`config.mk`:
```
export PLATFORM = sky130hd
export DESIGN_NAME = signed_divider
export DESIGN_NICKNAME = d
export VERILOG_FILES = /design/src/rtl/signed_divider_pkg.sv /design/src/rtl/signed_divider_step.sv /design/src/rtl/signed_divider.sv
export SDC_FILE = /design/constraint.sdc
export NUM_CORES = 1
export LEC_CHECK = 0
export BUFFER_PORTS_ARGS = -buffer_cell sky130_fd_sc_hd__buf_4
export CORE_MARGIN = 2
export CORE_UTILIZATION = 40
export CTS_BUF_LIST = sky130_fd_sc_hd__clkbuf_4 sky130_fd_sc_hd__clkbuf_8
export CTS_CLUSTER_SIZE = 16
export DETAILED_ROUTE_END_ITERATION = 10
export GPL_TIMING_DRIVEN = 1
export SYNTH_ARGS = -nofsm -noshare
export SYNTH_HDL_FRONTEND = slang
export SYNTH_SLANG_ARGS = --single-unit
export TNS_END_PERCENT = 1
```
`constraint.sdc`:
```
create_clock -name clk -period 2.45 [get_ports clk]
set_input_delay 0.3675 -clock clk [delete_from_list [all_inputs] [get_ports clk]]
set_output_delay 0.3675 -clock clk [all_outputs]
set_load 0.05 [all_outputs]
```
`src/rtl/signed_divider_pkg.sv`:
```
// Shared constants and state encoding for the iterative restoring divider.
package signed_divider_pkg;

  localparam int DEFAULT_WIDTH = 32;
  localparam int ITER_COUNT    = 32;
  localparam int CNT_W         = 5;

  // Quotient returned when the divisor is zero.
  localparam logic [DEFAULT_WIDTH-1:0] DIV0_QUOTIENT = {DEFAULT_WIDTH{1'b1}};

  typedef enum logic [1:0] {
    IDLE = 2'd0,
    ITER = 2'd1,
    FIX  = 2'd2
  } state_t;

endpackage

```
`src/rtl/signed_divider_step.sv`:
```
// One combinational radix-2 restoring step.
// The partial remainder is WIDTH+1 bits wide so the trial subtract keeps its carry.
module divider_step #(
  parameter int WIDTH = 32
) (
  input  logic [WIDTH:0]   p_in,
  input  logic [WIDTH-1:0] n_in,
  input  logic [WIDTH-1:0] d,
  output logic [WIDTH:0]   p_out,
  output logic [WIDTH-1:0] n_out
);

  logic [WIDTH:0] p_shift_s;
  logic [WIDTH:0] diff_s;

  // Shift the next dividend bit into P, then keep the difference if it did not go negative.
  always_comb begin
    p_shift_s = {p_in[WIDTH-1:0], n_in[WIDTH-1]};
    diff_s    = p_shift_s - {1'b0, d};
    if (p_shift_s >= {1'b0, d}) begin
      p_out = diff_s;
      n_out = {n_in[WIDTH-2:0], 1'b1};
    end else begin
      p_out = p_shift_s;
      n_out = {n_in[WIDTH-2:0], 1'b0};
    end
  end

endmodule

```
`src/rtl/signed_divider.sv`:
```
// Iterative 32/32 signed/unsigned divider: IDLE -> ITER (32 cycles) -> FIX -> IDLE.
// Operands are reduced to magnitudes on entry and the signs are re-applied in FIX,
// so latency is the same for every operand value.
module signed_divider
  import signed_divider_pkg::*;
#(
  parameter int WIDTH = DEFAULT_WIDTH
) (
  input  logic             clk,
  input  logic             reset,
  input  logic             start,
  input  logic             is_signed,
  input  logic [WIDTH-1:0] dividend,
  input  logic [WIDTH-1:0] divisor,
  output logic [WIDTH-1:0] quotient,
  output logic [WIDTH-1:0] remainder,
  output logic             busy,
  output logic             done
);

  state_t           state_r;
  logic [CNT_W-1:0] counter_r;
  logic [WIDTH:0]   p_r;
  logic [WIDTH-1:0] n_r;
  logic [WIDTH-1:0] d_r;
  logic             sign_q_r;
  logic             sign_r_r;
  logic             zero_r;
  logic             ovf_r;

  logic             neg_a_s;
  logic             neg_b_s;
  logic [WIDTH-1:0] abs_a_s;
  logic [WIDTH-1:0] abs_b_s;
  logic             ovf_s;
  logic [WIDTH:0]   p_next_s;
  logic [WIDTH-1:0] n_next_s;
  logic [WIDTH-1:0] q_fix_s;
  logic [WIDTH-1:0] r_fix_s;

  localparam logic [WIDTH-1:0] ONE_W     = {{(WIDTH-1){1'b0}}, 1'b1};
  localparam logic [WIDTH-1:0] MIN_NEG_W = {1'b1, {(WIDTH-1){1'b0}}};

  // Operand magnitudes; the most negative value maps onto itself, which reads correctly as unsigned.
  always_comb begin
    neg_a_s = is_signed & dividend[WIDTH-1];
    neg_b_s = is_signed & divisor[WIDTH-1];
    if (neg_a_s) begin
      abs_a_s = ~dividend + ONE_W;
    end else begin
      abs_a_s = dividend;
    end
    if (neg_b_s) begin
      abs_b_s = ~divisor + ONE_W;
    end else begin
      abs_b_s = divisor;
    end
    ovf_s = is_signed & (dividend == MIN_NEG_W) & (divisor == {WIDTH{1'b1}});
  end

  divider_step #(.WIDTH(WIDTH)) u_step (
    .p_in  (p_r),
    .n_in  (n_r),
    .d     (d_r),
    .p_out (p_next_s),
    .n_out (n_next_s)
  );

  // Re-apply signs and resolve divide-by-zero and signed overflow for the final load.
  always_comb begin
    if (zero_r) begin
      q_fix_s = DIV0_QUOTIENT[WIDTH-1:0];
    end else if (ovf_r) begin
      q_fix_s = MIN_NEG_W;
    end else if (sign_q_r) begin
      q_fix_s = ~n_r + ONE_W;
    end else begin
      q_fix_s = n_r;
    end
    // With a zero divisor P ends as |dividend|, so re-signing it returns the raw dividend.
    if (ovf_r) begin
      r_fix_s = {WIDTH{1'b0}};
    end else if (sign_r_r) begin
      r_fix_s = ~p_r[WIDTH-1:0] + ONE_W;
    end else begin
      r_fix_s = p_r[WIDTH-1:0];
    end
  end

  // Control FSM, iteration datapath and registered results.
  always_ff @(posedge clk) begin
    if (reset) begin
      state_r   <= IDLE;
      counter_r <= {CNT_W{1'b0}};
      p_r       <= {(WIDTH+1){1'b0}};
      n_r       <= {WIDTH{1'b0}};
      d_r       <= {WIDTH{1'b0}};
      sign_q_r  <= 1'b0;
      sign_r_r  <= 1'b0;
      zero_r    <= 1'b0;
      ovf_r     <= 1'b0;
      quotient  <= {WIDTH{1'b0}};
      remainder <= {WIDTH{1'b0}};
      busy      <= 1'b0;
      done      <= 1'b0;
    end else begin
      done <= 1'b0;
      case (state_r)
        IDLE: begin
          if (start) begin
            n_r       <= abs_a_s;
            d_r       <= abs_b_s;
            p_r       <= {(WIDTH+1){1'b0}};
            sign_q_r  <= neg_a_s ^ neg_b_s;
            sign_r_r  <= neg_a_s;
            zero_r    <= (divisor == {WIDTH{1'b0}});
            ovf_r     <= ovf_s;
            counter_r <= {CNT_W{1'b0}};
            busy      <= 1'b1;
            state_r   <= ITER;
          end else begin
            state_r <= IDLE;
          end
        end
        ITER: begin
          p_r       <= p_next_s;
          n_r       <= n_next_s;
          counter_r <= counter_r + {{(CNT_W-1){1'b0}}, 1'b1};
          if (counter_r == CNT_W'(ITER_COUNT - 1)) begin
            state_r <= FIX;
          end else begin
            state_r <= ITER;
          end
        end
        FIX: begin
          quotient  <= q_fix_s;
          remainder <= r_fix_s;
          done      <= 1'b1;
          busy      <= 1'b0;
          state_r   <= IDLE;
        end
        default: begin
          busy    <= 1'b0;
          state_r <= IDLE;
        end
      endcase
    end
  end

endmodule

```
# ---- Word level (Yosys, flattened, before mapping)
# Cells that the tools add are included.
dict set report classes {
  multipliers 0
  eq_ne 6
  bitwise 10
  n_lt_le_gt_ge 1
  add_sub_neg 6
  n_mux 21
  n_shift 0
  div_mod_pow 0
  reduce_logical 6
}
# op count
set op_table {}
lappend op_table {{32-bit two-way mux} 10}
lappend op_table {{32-bit by 1-bit adder with 32-bit output (second input constant)} 4}
lappend op_table {{32-bit inverter} 4}
lappend op_table {{32-bit one-hot mux with 2 select lines} 2}
lappend op_table {{32-bit == test (second input constant)} 2}
lappend op_table {{33-bit by 32-bit greater-or-equal comparator with 1-bit output} 1}
lappend op_table {{32-bit logical NOT} 1}
lappend op_table {{32-bit subtractor} 1}
lappend op_table {{5-bit one-hot mux with 2 select lines} 1}
lappend op_table {{2-bit AND reduction} 3}
lappend op_table {{5-bit by 1-bit adder with 5-bit output (second input constant)} 1}
lappend op_table {{5-bit == test (second input constant)} 1}
lappend op_table {{5-bit two-way mux} 1}
lappend op_table {{1-bit bitwise AND} 4}
lappend op_table {{1-bit two-way mux} 4}
lappend op_table {{2-bit one-hot mux with 2 select lines} 1}
lappend op_table {{2-bit by 1-bit == test with 1-bit output (second input constant)} 1}
lappend op_table {{2-bit == test (second input constant)} 1}
lappend op_table {{2-bit logical NOT} 1}
lappend op_table {{2-bit two-way mux} 1}
lappend op_table {{2-bit inequality test (second input constant)} 1}
lappend op_table {{1-bit one-hot mux with 2 select lines} 1}
lappend op_table {{2-bit nonzero test} 1}
lappend op_table {{1-bit inverter} 1}
lappend op_table {{1-bit bitwise XOR} 1}
dict set report totals {
  ram_bits 0
  register_bits 173
  input_bits 68
  word_cells 63
  memories 0
  output_inout_bits 66
  romBits 0
  latchBits 0
}

# ---- Logic depth before layout (Yosys ltp)
dict set report logic_depth {
  ltp_word 5
  depth_mapped 14
  depth_no_buf 13
}

# ---- By module
# Synthesis repeated with hierarchy kept, for this count alone.
dict set report hier_totals {
  cells_unflattened 1467
  area_unflattened_um2 11945.2
}
# module cells_per_inst seq_area_each_um2 n_inst area_per_inst_um2
set modules_own_cells {}
lappend modules_own_cells {signed_divider 1099 3483.3 1 9181.3}
lappend modules_own_cells {divider_step 368 0.0 1 2763.9}

# ---- Worst setup path after synthesis
# OpenSTA, ideal clock, no wires.
dict set report synth_path {
  path_type {flip-flop to flip-flop}
  start {register p_r[12]}
  end {register p_r[29]}
  arrival_time_ns 2.601
  path_stages_with_launch 13
  setup_ns 0.129
  synth_period_minus_slack_ns 2.729
  required_ns 2.321
  path_slack_ns -0.279
  n_path_buf 2
  path_cell_list {dfxtp_1 > ha_1 > buf_4 > nand4_1 > or4_1 > or4_1 > o221ai_1 > a211oi_1 > o21ai_2 > inv_2 > clkbuf_1 > a32oi_1 > o21ai_0}
}
dict set report synth_via {
  elab_chain_cells 3
  elab_cells_between_ends 4
  classes_between {add/sub (1); order compare (1); mux (2)}
}
# element line
set synth_lines {}
lappend synth_lines {{start: declaration} signed_divider.sv:23} ;# logic [WIDTH:0] p_r;
lappend synth_lines {{start signal: assignment} signed_divider.sv:95} ;# p_r <= {(WIDTH+1){1'b0}};
lappend synth_lines {{start signal: assignment} signed_divider.sv:113} ;# p_r <= {(WIDTH+1){1'b0}};
lappend synth_lines {{start signal: assignment} signed_divider.sv:126} ;# p_r <= p_next_s;
lappend synth_lines {{32-bit subtractor or 33-bit by 32-bit greater-or-equal comparator with 1-bit output (tied branches)} {signed_divider_step.sv:19, signed_divider_step.sv:20}}
lappend synth_lines {{32-bit two-way mux (*)} signed_divider_step.sv:20} ;# if (p_shift_s >= {1'b0, d}) begin
lappend synth_lines {{32-bit one-hot mux with 2 select lines (*)} signed_divider.sv:108} ;# case (state_r)
# Mark *: on every way between the ends. The rest lies on a longest branch, timed or not.
# A chain may end at the register's enable or synchronous reset.

# ---- Worst setup path in the final report
dict set report layout_path {
  start {register d_r[2]}
  end {register p_r[10]}
}
dict set report layout_via {
  elab_chain_cells 3
  elab_cells_between_ends 4
  classes_between {add/sub (1); order compare (1); mux (2)}
}
# element line
set layout_lines {}
lappend layout_lines {{start: declaration} signed_divider.sv:25} ;# logic [WIDTH-1:0] d_r;
lappend layout_lines {{start signal: assignment} signed_divider.sv:97} ;# d_r <= {WIDTH{1'b0}};
lappend layout_lines {{start signal: assignment} signed_divider.sv:112} ;# d_r <= abs_b_s;
lappend layout_lines {{32-bit subtractor or 33-bit by 32-bit greater-or-equal comparator with 1-bit output (tied branches)} {signed_divider_step.sv:19, signed_divider_step.sv:20}}
lappend layout_lines {{32-bit two-way mux (*)} signed_divider_step.sv:20}
lappend layout_lines {{32-bit one-hot mux with 2 select lines (*)} signed_divider.sv:108}
# Marked as above.

==> flow_summary.yaml <==
clock_network:
  cts_hold_buf: 0
  clockBufferDepth: 2
  cts_tree: "built"
  cts_inserted_buffers: 17
  clock_latency_ns: 0.48
  cts-htree-levels: 4
  clock-root-buffer: "clkbuf_8"
  cts.reportedPaths.clkPinSlew_ns: 0.11
  clkSinkCount: 173
floorplan:
  die_w_um: 167
  start_util_pct: 40.8
  pin_count: 134
  die_h_um: 167
  core_sq_um: 26100
  num_rows: 59
  floorplan.die_area_sq_um: 27900
critical_path:
  rrSetupSlack_ns: -0.41
  crit_required_ns: 2.80
  cpPeakStageDelay_ns: 0.53
  cpMostUsedCell: "or4_4"
  cp_max_fo: 6
  end_kind: "flop"
  cp_top_family: "simple AND/OR/NAND/NOR gates"
  crit_slowest_cell: "or4_4"
  crit_type: "reg -> reg"
  start_kind: "flop"
  worstPathBufferInverterCount: 3
  worstPathCellList: "inv_2 -> ha_4 -> nand4_1 -> or4_4 -> or4_4 -> o221ai_4 -> a211oi_2 -> o21ai_4 -> buf_12 -> buf_4 -> mux2i_1 -> o21ai_1"
  cp.arrival_ns: 3.21
global_route:
  grt_pass1_wl_mm: 52.8
  antenna_found_initial: 0
  overflow: 0
  grt_usage_pct: 23.3
  grt_max_degree: 66
  first_global_vias: 9728
timing:
  post-route-min-period_ns: 2.86
  finalHoldViolCount: 0
  post-route-period-util_pct: 117
  fin_skew_ns: 0.0202
  finalMaxSlewViolations: 0
  setup_slack_ns: -0.408
  holdWs_ns: 0.180
  setup_violations: 44
  tightestPinTransition_ns: 0.860
  clock.fmax_ghz: 0.350
  max_slew_margin_pct: 42.4
  tns_ns: -12.81
  rsz0062_at_grt: "true"
outcome:
  violations: "setup timing"
  status: "finished with violations"
yosys:
  ys.flop_type: "dfxtp_1"
  ys_types: 72
  synth_edf_count: 0
  syn-mean-instance-area_sq_um: 7.92
  yosysWarningCount: 0
  synth_top_area_cell: "dfxtp_1"
  yosys-top-cells-area: "dfxtp_1, nor2_1, xnor2_1, xor2_1, ha_1"
  async_flop_share_pct: 0
  yosysSeqAreaShare_pct: 32.6
  syn_inst: 1342
  syn_nets: 1450
  synth_top_area_share_pct: 32.6
  ys_seq_elements: 173
  netlist_area_sq_um: 10600
route:
  drt_iter0_drc: 921
  remaining_drc_errors: 0
  wl_mm: 33.6
  avgRoutedWirePerCell_um: 17.1
  firstDrtPassIters: 9
  viasPerCell: 5.51
  postRouteAntennaNets: 0
  dr_total_vias: 10797
job:
  cap_violations: 0
finish:
  design_area_sq_um: 14200
  drive_gt1_share_pct: 29.0
  layout_commonest_cell: "buf_4"
  diodes: 0
  fillCellCount: 2432
  final_nets: 1718
  multi_input_area_sq_um: 7030
  finish.utilization_pct: 54.3
  fin_cells: 1958
  areaGrowthSynthToFinish_pct: 33.2
  final_cell_mix: "buf_4, nor2_1, dfxtp_1, nand2_1, a21oi_1"
  regArea_sq_um: 3480
power_and_ir_drop:
  fin_total_pwr_mw: 17.2
  vdd_drop_max_mv: 0.748
  swShare_pct: 41.8
  power_frac_comb_pct: 67.4
  seqPwrFrac_pct: 20.0
  p_leak_nw: 5.78
  switchingPower_mw: 7.19
  p_int_mw: 10.0
  power_frac_clock_pct: 12.6
  p_per_area_nw_per_um2: 1210
worst_hold_path:
  hold_class: "in -> reg"
placement:
  place_congestion: 0.919
  place_area_sq_um: 13200
  detailed_place_hpwl_mm: 25.4
  dp_cells: 1917
  portBuffers: 133
  pre_cts_slack_ns: -0.531
==> power by group through the flow <==
stage	sequential (mW)	clock, mW	combinational [mW]
finish	3.43	2.17	11.6
detailed placement	3.45	0	9.62
global route	3.47	2.29	12.5
floorplan	3.50	0	5.87
CTS	3.40	2.21	10.2
global placement	3.44	0	9.57
==> repair_timing <==
item,4_1_cts,5_1_grt
resized for setup,63,47
setup endpoints to repair,51,55
gates cloned,0,3
setup buffers,3,3
pin swaps,14,10
==> synth_stat cells (4+ instances only) <==
cell / count
a311oi_1: 6
a32oi_1: 13
nand2_1: 104
xnor2_1: 71
o41ai_1: 14
o21ai_0: 82
o21ai_1: 15
nor4_1: 12
dfxtp_1: 173
and2_1: 6
xor2_1: 70
or4_1: 9
or3_1: 16
or2_2: 8
o31ai_1: 30
and3_1: 9
nand2b_1: 11
a222oi_1: 27
ha_1: 39
a22oi_1: 26
mux2i_1: 13
a21oi_1: 82
o22ai_1: 28
a31o_2: 4
clkbuf_1: 76
buf_1: 6
nand3_1: 17
nor2b_1: 6
nor3_1: 23
nor2_1: 177
nand4_1: 17
inv_1: 51
a31oi_1: 5
a21o_1: 12
a211oi_1: 27
o21a_1: 4
==> flip-flops by register name (all words and copies together), names as in the netlist <==
signal and count:
busy 1, counter_r 5, d_r 32, done 1
n_r 32, ovf_r 1, p_r 32, quotient 32
remainder 32, sign_q_r 1, sign_r_r 1, state_r 2
zero_r 1
==> cell families after synthesis <==
logic type	synth area share, %
compound gates	25.4
xor+xnor	11.6
flops	32.6
buf+inv	5.04
mux	1.33
simple gates	19.3
fa+ha+maj	4.78
==> final timing paths <==
| check | start | cells past startpoint | end |
|---|---|---|---|
| worst max-delay path | d_r[2]$_SDFFE_PP0P_ | 12 | p_r[10]$_SDFFE_PP0P_ |
| worst min-delay path | dividend[1] | 3 | n_r[1]$_SDFFE_PP0P_ |
| worst max register to register | d_r[2]$_SDFFE_PP0P_ | 12 | p_r[10]$_SDFFE_PP0P_ |
| worst min register to register | d_r[25]$_SDFFE_PP0P_ | 2 | d_r[25]$_SDFFE_PP0P_ |
==> layer usage <==
layer,part of all wire [%],routed length (um),global-route usage [%],up-vias
met3,6.1,2030,3.35,32
met4,1.2,403,5.47,0
met1,51,17000,35.8,5044
li1,-,-,-,5395
met2,42,14100,33.9,326
met5,0,0,0,-
==> worst register-to-register path: stages, from the launching register on <==
cell and delay [ns]:
dfxtp_2 0.35, inv_2 0.05, ha_4 0.28, nand4_1 0.13
or4_4 0.53, or4_4 0.45, o221ai_4 0.18, a211oi_2 0.11
o21ai_4 0.10, buf_12 0.17, buf_4 0.14, mux2i_1 0.19
o21ai_1 0.07
==> layout make-up <==
cell class | instances | area share (%)
clock inverter | 12 | 1.07
inverter | 52 | 1.40
multi-input combinational | 1030 | 49.7
clock buffer | 20 | 1.90
timing repair buffer | 336 | 18.4
tap | 335 | 2.96
sequential | 173 | 24.6
Power figures use the tool's default switching activity.
